File: src/rtl/vad_pkg.sv
// Shared types and comparator class codes for the VAD decision controller.
package vad_pkg;

  typedef enum logic [1:0] {
    StIdle = 2'b00,
    StEval = 2'b01,
    StCapt = 2'b10
  } state_e;

  localparam logic [1:0] CLS_SPEECH    = 2'b10;
  localparam logic [1:0] CLS_NONSPEECH = 2'b01;
  localparam logic [1:0] CLS_NONE      = 2'b00;

endpackage

File: src/rtl/vad_hangover.sv
// Hangover smoothing of per-frame speech decisions, with optional onset debounce
// enabled by defining VAD_ONSET_EN.
module vad_hangover #(
  parameter int unsigned HANG_LEN  = 8,
  parameter int unsigned CNT_W     = 4,
  parameter int unsigned ONSET_LEN = 2
) (
  input  logic clk,
  input  logic rst,
  input  logic update,
  input  logic is_speech,
  output logic flag
);

  if (HANG_LEN > (2 ** CNT_W) - 1) begin : g_bad_hang
    $error("HANG_LEN does not fit in CNT_W bits");
  end
  if (ONSET_LEN == 0) begin : g_bad_onset
    $error("ONSET_LEN must be at least 1");
  end

  logic [CNT_W-1:0] hang_cnt_q;
  logic             flag_q;
  logic             onset_met;

`ifdef VAD_ONSET_EN
  localparam int unsigned OnsetW = $clog2(ONSET_LEN + 1);

  logic [OnsetW-1:0] onset_cnt_q;

  // The current frame completes the run when the count already holds ONSET_LEN-1.
  assign onset_met = flag_q || (onset_cnt_q >= OnsetW'(ONSET_LEN - 1));

  always_ff @(posedge clk) begin
    if (rst) begin
      onset_cnt_q <= '0;
    end else if (update) begin
      if (!is_speech) begin
        onset_cnt_q <= '0;
      end else if (!flag_q && (onset_cnt_q < OnsetW'(ONSET_LEN))) begin
        onset_cnt_q <= onset_cnt_q + 1'b1;
      end
    end
  end
`else
  assign onset_met = 1'b1;
`endif

  always_ff @(posedge clk) begin
    if (rst) begin
      hang_cnt_q <= '0;
      flag_q     <= 1'b0;
    end else if (update) begin
      if (is_speech) begin
        if (onset_met) begin
          flag_q     <= 1'b1;
          hang_cnt_q <= CNT_W'(HANG_LEN);
        end
      end else if (hang_cnt_q != '0) begin
        hang_cnt_q <= hang_cnt_q - 1'b1;
      end else begin
        flag_q <= 1'b0;
      end
    end
  end

  assign flag = flag_q;

endmodule

File: src/rtl/vad_decision_ctrl.sv
// Sequences the comparator per frame and emits a smoothed speech decision.
// Onset debounce is built only when VAD_ONSET_EN is defined.
module vad_decision_ctrl
  import vad_pkg::*;
#(
  parameter int unsigned HANG_LEN  = 8,
  parameter int unsigned CNT_W     = 4,
  parameter int unsigned ONSET_LEN = 2
) (
  input  logic       clk,
  input  logic       rst,
  input  logic       layer_done,
  output logic       cmp_enable,
  input  logic [1:0] cmp_result,
  input  logic       clr_err,
  output logic       vad_valid,
  output logic       vad_flag,
  output logic       busy,
  output logic       ovf_err,
  output logic       res_err
);

  state_e state_q;
  logic   cmp_enable_q;
  logic   vad_valid_q;
  logic   busy_q;
  logic   ovf_err_q;
  logic   res_err_q;

  logic capt_update;
  logic is_speech;
  logic bad_result;

  assign capt_update = (state_q == StCapt) && !rst;
  assign is_speech   = (cmp_result == CLS_SPEECH);
  assign bad_result  = (cmp_result != CLS_SPEECH) && (cmp_result != CLS_NONSPEECH);

  always_ff @(posedge clk) begin
    if (rst) begin
      state_q      <= StIdle;
      cmp_enable_q <= 1'b0;
      vad_valid_q  <= 1'b0;
      busy_q       <= 1'b0;
      ovf_err_q    <= 1'b0;
      res_err_q    <= 1'b0;
    end else begin
      cmp_enable_q <= 1'b0;
      vad_valid_q  <= 1'b0;
      case (state_q)
        StIdle: begin
          if (layer_done) begin
            state_q      <= StEval;
            cmp_enable_q <= 1'b1;
            busy_q       <= 1'b1;
          end
        end
        StEval: begin
          state_q <= StCapt;
        end
        StCapt: begin
          state_q     <= StIdle;
          busy_q      <= 1'b0;
          vad_valid_q <= 1'b1;
        end
        default: begin
          state_q <= StIdle;
          busy_q  <= 1'b0;
        end
      endcase

      // A new error in the same cycle as clr_err keeps the flag set.
      if (layer_done && (state_q != StIdle)) begin
        ovf_err_q <= 1'b1;
      end else if (clr_err) begin
        ovf_err_q <= 1'b0;
      end

      if ((state_q == StCapt) && bad_result) begin
        res_err_q <= 1'b1;
      end else if (clr_err) begin
        res_err_q <= 1'b0;
      end
    end
  end

  vad_hangover #(
    .HANG_LEN  (HANG_LEN),
    .CNT_W     (CNT_W),
    .ONSET_LEN (ONSET_LEN)
  ) u_hangover (
    .clk       (clk),
    .rst       (rst),
    .update    (capt_update),
    .is_speech (is_speech),
    .flag      (vad_flag)
  );

  assign cmp_enable = cmp_enable_q;
  assign vad_valid  = vad_valid_q;
  assign busy       = busy_q;
  assign ovf_err    = ovf_err_q;
  assign res_err    = res_err_q;

endmodule
File: config.mk
export PLATFORM = sky130hd
export DESIGN_NAME = vad_decision_ctrl
export DESIGN_NICKNAME = d
export VERILOG_FILES = /design/src/rtl/vad_pkg.sv /design/src/rtl/vad_hangover.sv /design/src/rtl/vad_decision_ctrl.sv
export SDC_FILE = /design/constraint.sdc
export NUM_CORES = 1
export LEC_CHECK = 0
export CORE_AREA = 2 2 39 41
export DETAILED_ROUTE_END_ITERATION = 7
export DIE_AREA = 0 0 41 43
export PLACE_DENSITY = 0.79
export SLEW_MARGIN = 25
export SYNTH_ARGS = -nofsm -noshare
export SYNTH_HDL_FRONTEND = slang
export SYNTH_HIERARCHICAL = 1
export SYNTH_SLANG_ARGS = --single-unit
File: constraint.sdc
create_clock -name clk -period 1.7 [get_ports clk]
set_clock_uncertainty 0.15 [all_clocks]
set_input_delay 0.34 -clock clk [delete_from_list [all_inputs] [get_ports clk]]
set_output_delay 0.34 -clock clk [all_outputs]
set_load 0.03 [all_outputs]
==> results of run 1 <==
[registers in the layout (all words and copies together) (netlist names)]
signal / cells
busy: 1
cmp_enable: 1
ovf_err: 1
res_err: 1
state_q: 2
u_hangover/flag: 1
u_hangover/hang_cnt_q: 4
vad_valid: 1
[stage by stage]
step	total power, mW	setup WS (ps)	hold WS (ps)
after global routing	0.6091	4.958	353.6
final	0.5896	60.54	322.4
after floorplan	0.3317	41.39	259.1
after global placement	0.3652	-418.7	302.1
after detailed placement	0.3663	-446.5	311.6
after CTS	0.5964	46.76	327.8
[per-layer routing]
layer,vias to the layer above,part of all wire,global-route usage
met3,2,0.046,0.04712
met5,-,0,0
met1,201,0.47,0.1776
li1,230,-,-
met4,0,0.0049,0.1000
met2,13,0.48,0.2094
[area by class of cell]
type	count	area [sq um]	area share
flip-flops and latches	12	240.2	0.3380
inverters	4	15.01	0.02113
well taps	16	20.02	0.02817
repair buffers	15	130.1	0.1831
multi-input cells	37	269.0	0.3785
clock buffers	4	36.28	0.05106
[power by group]
group / switching (mW) / total [mW] / internal, mW
Combinational: 0.0312 / 0.0615 / 0.0303
Clock: 0.103 / 0.233 / 0.130
Sequential: 0.00524 / 0.295 / 0.290
[worst paths after layout]
| path | startpoint | endpoint | slack, ps | depth (start not counted) |
|---|---|---|---|---|
| hold / removal | ovf_err | ovf_err | 320 | 2 |
| setup / recovery | u_hangover/hang_cnt_q[1] | u_hangover/hang_cnt_q[1] | 60 | 5 |
| hold reg to reg | ovf_err | ovf_err | 320 | 2 |
| setup reg to reg | u_hangover/hang_cnt_q[1] | u_hangover/hang_cnt_q[1] | 60 | 5 |
[placed cells by master (no fill, tap or decap), types with 2 or more instances in the layout]
master | synthesis | routed
clkdlybuf4s50_1 | 0 | 3
nand2_1 | 4 | 4
nor3b_1 | 2 | 2
a21oi_1 | 4 | 4
dlygate4sd2_1 | 0 | 8
ha_1 | 3 | 2
nor2b_1 | 2 | 2
dfxtp_1 | 12 | 12
o21ai_0 | 3 | 3
clkbuf_4 | 0 | 3
and2_1 | 3 | 3
a211o_1 | 2 | 2
inv_1 | 4 | 3
buf_4 | 0 | 4
nand2b_1 | 2 | 2
[repair_timing]
item                                   CTS  global route
gates cloned                             0             0
setup endpoints to repair                8             1
pin swaps                                4             0
buffers inserted                         1             0
endpoints found under the hold margin    0             0
gates resized for setup                 10             1
hold buffers                             0             0
[kinds of logic (layout without fill, tap and decap cells)]
group	count (synthesis)	after routing	share of synthesized area
AND/OR/NAND/NOR	21	21	0.2609
buffers and inverters	5	23	0.03622
adder cells (fa/ha/maj)	3	3	0.07247
AO/OA/AOI/OAI	13	13	0.1667
flip-flops	12	12	0.4638
[critical path: cells and delay by family (launching register included)]
family	cells	cell delay, ps
AND/OR/NAND/NOR	1	470
adder cells (fa/ha/maj)	1	180
AO/OA/AOI/OAI	2	340
buffers and inverters	1	100
flip-flops	1	320
==> impl_metrics.tcl, run 1 <==
set metrics [dict create \
    yosysTopAreaCell "dfxtp_1" \
    dpl-instance-area_sq_um 666.9 \
    slew_headroom 0.7969 \
    layout-drive-gt1-share 0.1806 \
    first_global_vias 424 \
    required_ps 1740 \
    min_period_ps 1639 \
    stdcell_count 88 \
    port_buffers 11 \
    cts_tree "yes" \
    synth-main-ff-cell "dfxtp_1" \
    grt-ovfl-total 0 \
    fillerInstances 135 \
    critPathArrivalTime_ps 1680 \
    cts_buffer_depth 2 \
    p_leak_nw 0.2966 \
    worst_ir_drop_vdd_v 0.0005825 \
    vias_per_cell 5.068 \
    yosysTopAreaCellShare 0.4638 \
    finalHoldViolations 0 \
    yosysMostFrequentCell "dfxtp_1" \
    maxCapViolations 0 \
    drt-total-wl_um 1026 \
    drtIter0Drc 5 \
    yosys_warnings 6 \
    vias 446 \
    syn-instance-count 54 \
    clock_sinks 12 \
    place_inst 83 \
    drc 0 \
    worst_pin_slew_ps 305.9 \
    wl_per_cell_um 11.66 \
    timing.fmax_ghz 0.6100 \
    synth_edf_count 0 \
    yosys-top-cells-area "dfxtp_1 46%, ha_1 7.2%, a21oi_1 3.9%" \
    syn2layout_area_growth_pct 37.20 \
    slowest_delay_ps 470 \
    core_sq_mm 0.001384 \
    nets 82 \
    final_util 0.5136 \
    syn_area_per_cell_sq_um 9.593 \
    start_util 0.3743 \
    hpwl_um 729 \
    power_density_mw_per_mm2 829.7 \
    track_usage 0.1466 \
    die_w_um 41 \
    syn_area_sq_um 518.0 \
    rows 14 \
    h-tree-depth 1 \
    grt_max_degree 12 \
    ys_seq_area_frac 0.4638 \
    gp_congestion 0.7518 \
    num_antenna_cells 0 \
    rsz0062_at_grt "false" \
    insertion_delay_ps 280 \
    final_area_sq_um 710.7 \
    cts_root_buf "clkbuf_4" \
    die_h_um 43 \
    finalSetupViolCount 0 \
    drtPass1Iterations 4 \
    grt_pass1_wl_um 1690 \
    ys_top_cells_by_count "12 x dfxtp_1, 4 x a21oi_1, 4 x inv_1, 4 x nand2_1" \
    syn-num-nets 63 \
    path_cells "inv_1 -> ha_1 -> or4b_4 -> a211o_1 -> o41ai_2" \
    fin_crit_sh 0.9644 \
    drtAntennaViolNets 0 \
    hp-class "reg2reg" \
    cp-start-kind "register" \
    ys_types 23 \
    worst_setup_path_end_kind "register" \
    path_class "reg2reg" \
    slew_viol_final 0 \
    crit_fanout 3 \
    cts_buffers 3 \
    synth-seq-cells 12 \
    ioPinCount 12 \
    worst_path_max_delay_cell "or4b_4" \
    status "complete, no violations" \
    antenna_found_initial 0 \
    async_flop_share 0 \
    final.setup.tns_ps 0 \
    die_area_sq_mm 0.001763 \
    clk_pin_slew_ps 80 \
]
(Power assumes the default switching activity.)
==> run 2: changes to the inputs <==
==> constraint.sdc (replaced) <==
create_clock -name clk -period 1.7 [get_ports clk]
set_clock_uncertainty 0.15 [all_clocks]
set_input_delay 0.17 -clock clk [delete_from_list [all_inputs] [get_ports clk]]
set_output_delay 0.17 -clock clk [all_outputs]
set_load 0.03 [all_outputs]
==> run 2 against run 1 <==
  * Non-clock buffer count down 1
  * Die area unchanged
  * Setup slack lost 29 ps
  * Critical endpoint unchanged
  * Largest cell class unchanged
  * Largest power group unchanged
==> impl_metrics.tcl, run 2 (synthesis results as in run 1) <==
set metrics [dict create \
    hpwl_um 729 \
    worst_setup_path_end_kind "register" \
    clock_sinks 12 \
    slew_headroom 0.7906 \
    crit_fanout 2 \
    syn2layout_area_growth_pct 36.23 \
    postCtsSetupBuffers 0 \
    drt-total-wl_um 994 \
    track_usage 0.1416 \
    maxCapViolations 0 \
    drtPass1Iterations 4 \
    final_common_cell "dfxtp_1" \
    critPathArrivalTime_ps 1700 \
    power_mw 0.5932 \
    min_period_ps 1669 \
    h-tree-depth 1 \
    status "complete, no violations" \
    cts_root_buf "clkbuf_4" \
    antenna_found_initial 0 \
    grt_max_degree 12 \
    die_w_um 41 \
    hp-class "reg2reg" \
    gp_congestion 0.7518 \
    post-place-ws_ps -276.5 \
    worst_pin_slew_ps 313.2 \
    cp-start-kind "input pin" \
    clk_pin_slew_ps 80 \
    wl_per_cell_um 11.43 \
    first_global_vias 419 \
    drc 0 \
    nets 81 \
    vias 435 \
    finalHoldViolations 0 \
    required_ps 1730 \
    die_area_sq_mm 0.001763 \
    largest_register_ffs 4 \
    grt_pass1_wl_um 1649 \
    grt-ovfl-total 0 \
    start_util 0.3743 \
    cts_hold_buffers 0 \
    drtAntennaViolNets 0 \
    p_leak_nw 0.2569 \
    slew_viol_final 0 \
    core_sq_mm 0.001384 \
    cts_tree "yes" \
    finalSetupViolCount 0 \
    ioPinCount 12 \
    port_buffers 11 \
    timing.fmax_ghz 0.5993 \
    setup_slack_ps 31.49 \
    final_util 0.5099 \
    drtIter0Drc 6 \
    fillerInstances 135 \
    rsz0062_at_grt "false" \
    power_density_mw_per_mm2 840.7 \
    rows 14 \
    die_h_um 43 \
    reg.largest.list "u_hangover/hang_cnt_q: 4 flops, state_q: 2 flops" \
    vias_per_cell 5.000 \
    worst_ir_drop_vdd_v 0.0006048 \
    cts_buffer_depth 2 \
    path_class "in2reg" \
    stdcell_count 87 \
    largest-register "u_hangover/hang_cnt_q" \
    postCtsResizedCells 0 \
    final.setup.tns_ps 0 \
    num_antenna_cells 0 \
    insertion_delay_ps 280 \
    r2r_setup_slack_ps 40 \
    fin_crit_sh 0.9815 \
    final_cell_mix "12 x dfxtp_1, 11 x clkdlybuf4s50_1, 4 x a21oi_1, 4 x nand2_1" \
    layout-drive-gt1-share 0.1549 \
    cts_buffers 3 \
    place_inst 83 \
]
==> run 2: power by group <==
part / total, mW / internal, mW / switching [mW]
sequential: 0.295 / 0.290 / 0.00540
clock: 0.233 / 0.130 / 0.103
combinational: 0.0649 / 0.0345 / 0.0304
total: 0.593 / 0.454 / 0.139
==> run 2: cell type report <==
class                      count  area, sq um  share of cell area
timing repair buffer          14        132.6              0.1879
sequential                    12        240.2              0.3404
tap                           16        20.02             0.02837
clock buffer                   4        36.28             0.05142
inverter                       4        15.01             0.02128
multi-input combinational     37        261.5              0.3706
==> run 2: final timing paths <==
| path | from | to | cells past startpoint |
|---|---|---|---|
| max | cmp_result[0] | u_hangover/hang_cnt_q[1] | 6 |
| min | ovf_err | ovf_err | 2 |
| max reg2reg | u_hangover/hang_cnt_q[1] | u_hangover/hang_cnt_q[1] | 5 |
| min reg2reg | ovf_err | ovf_err | 2 |
==> run 2: critical path, cell delays in order <==
cell             delay, ps
clkdlybuf4s50_1        460
inv_1                   40
ha_2                   170
or4b_4                 490
a211o_1                310
o41ai_1                 60
==> run 2: through the flow <==
stage          hold slack, ps  cell area [sq um]
2_1_floorplan           89.07              518.0
3_3_place_gp            302.1              666.9
3_5_place_dp            311.6              666.9
4_1_cts                 330.6              703.2
5_1_grt                 356.5              705.7
6_report                323.9              705.7
==> run 2: layer usage <==
layer  track usage  vias to the layer above  wire, um
met5             0                        -         0
met2        0.1875                        9       448
met4        0.1000                        0         5
met3       0.05236                        2        40
li1              -                      227         -
met1        0.1809                      197       499
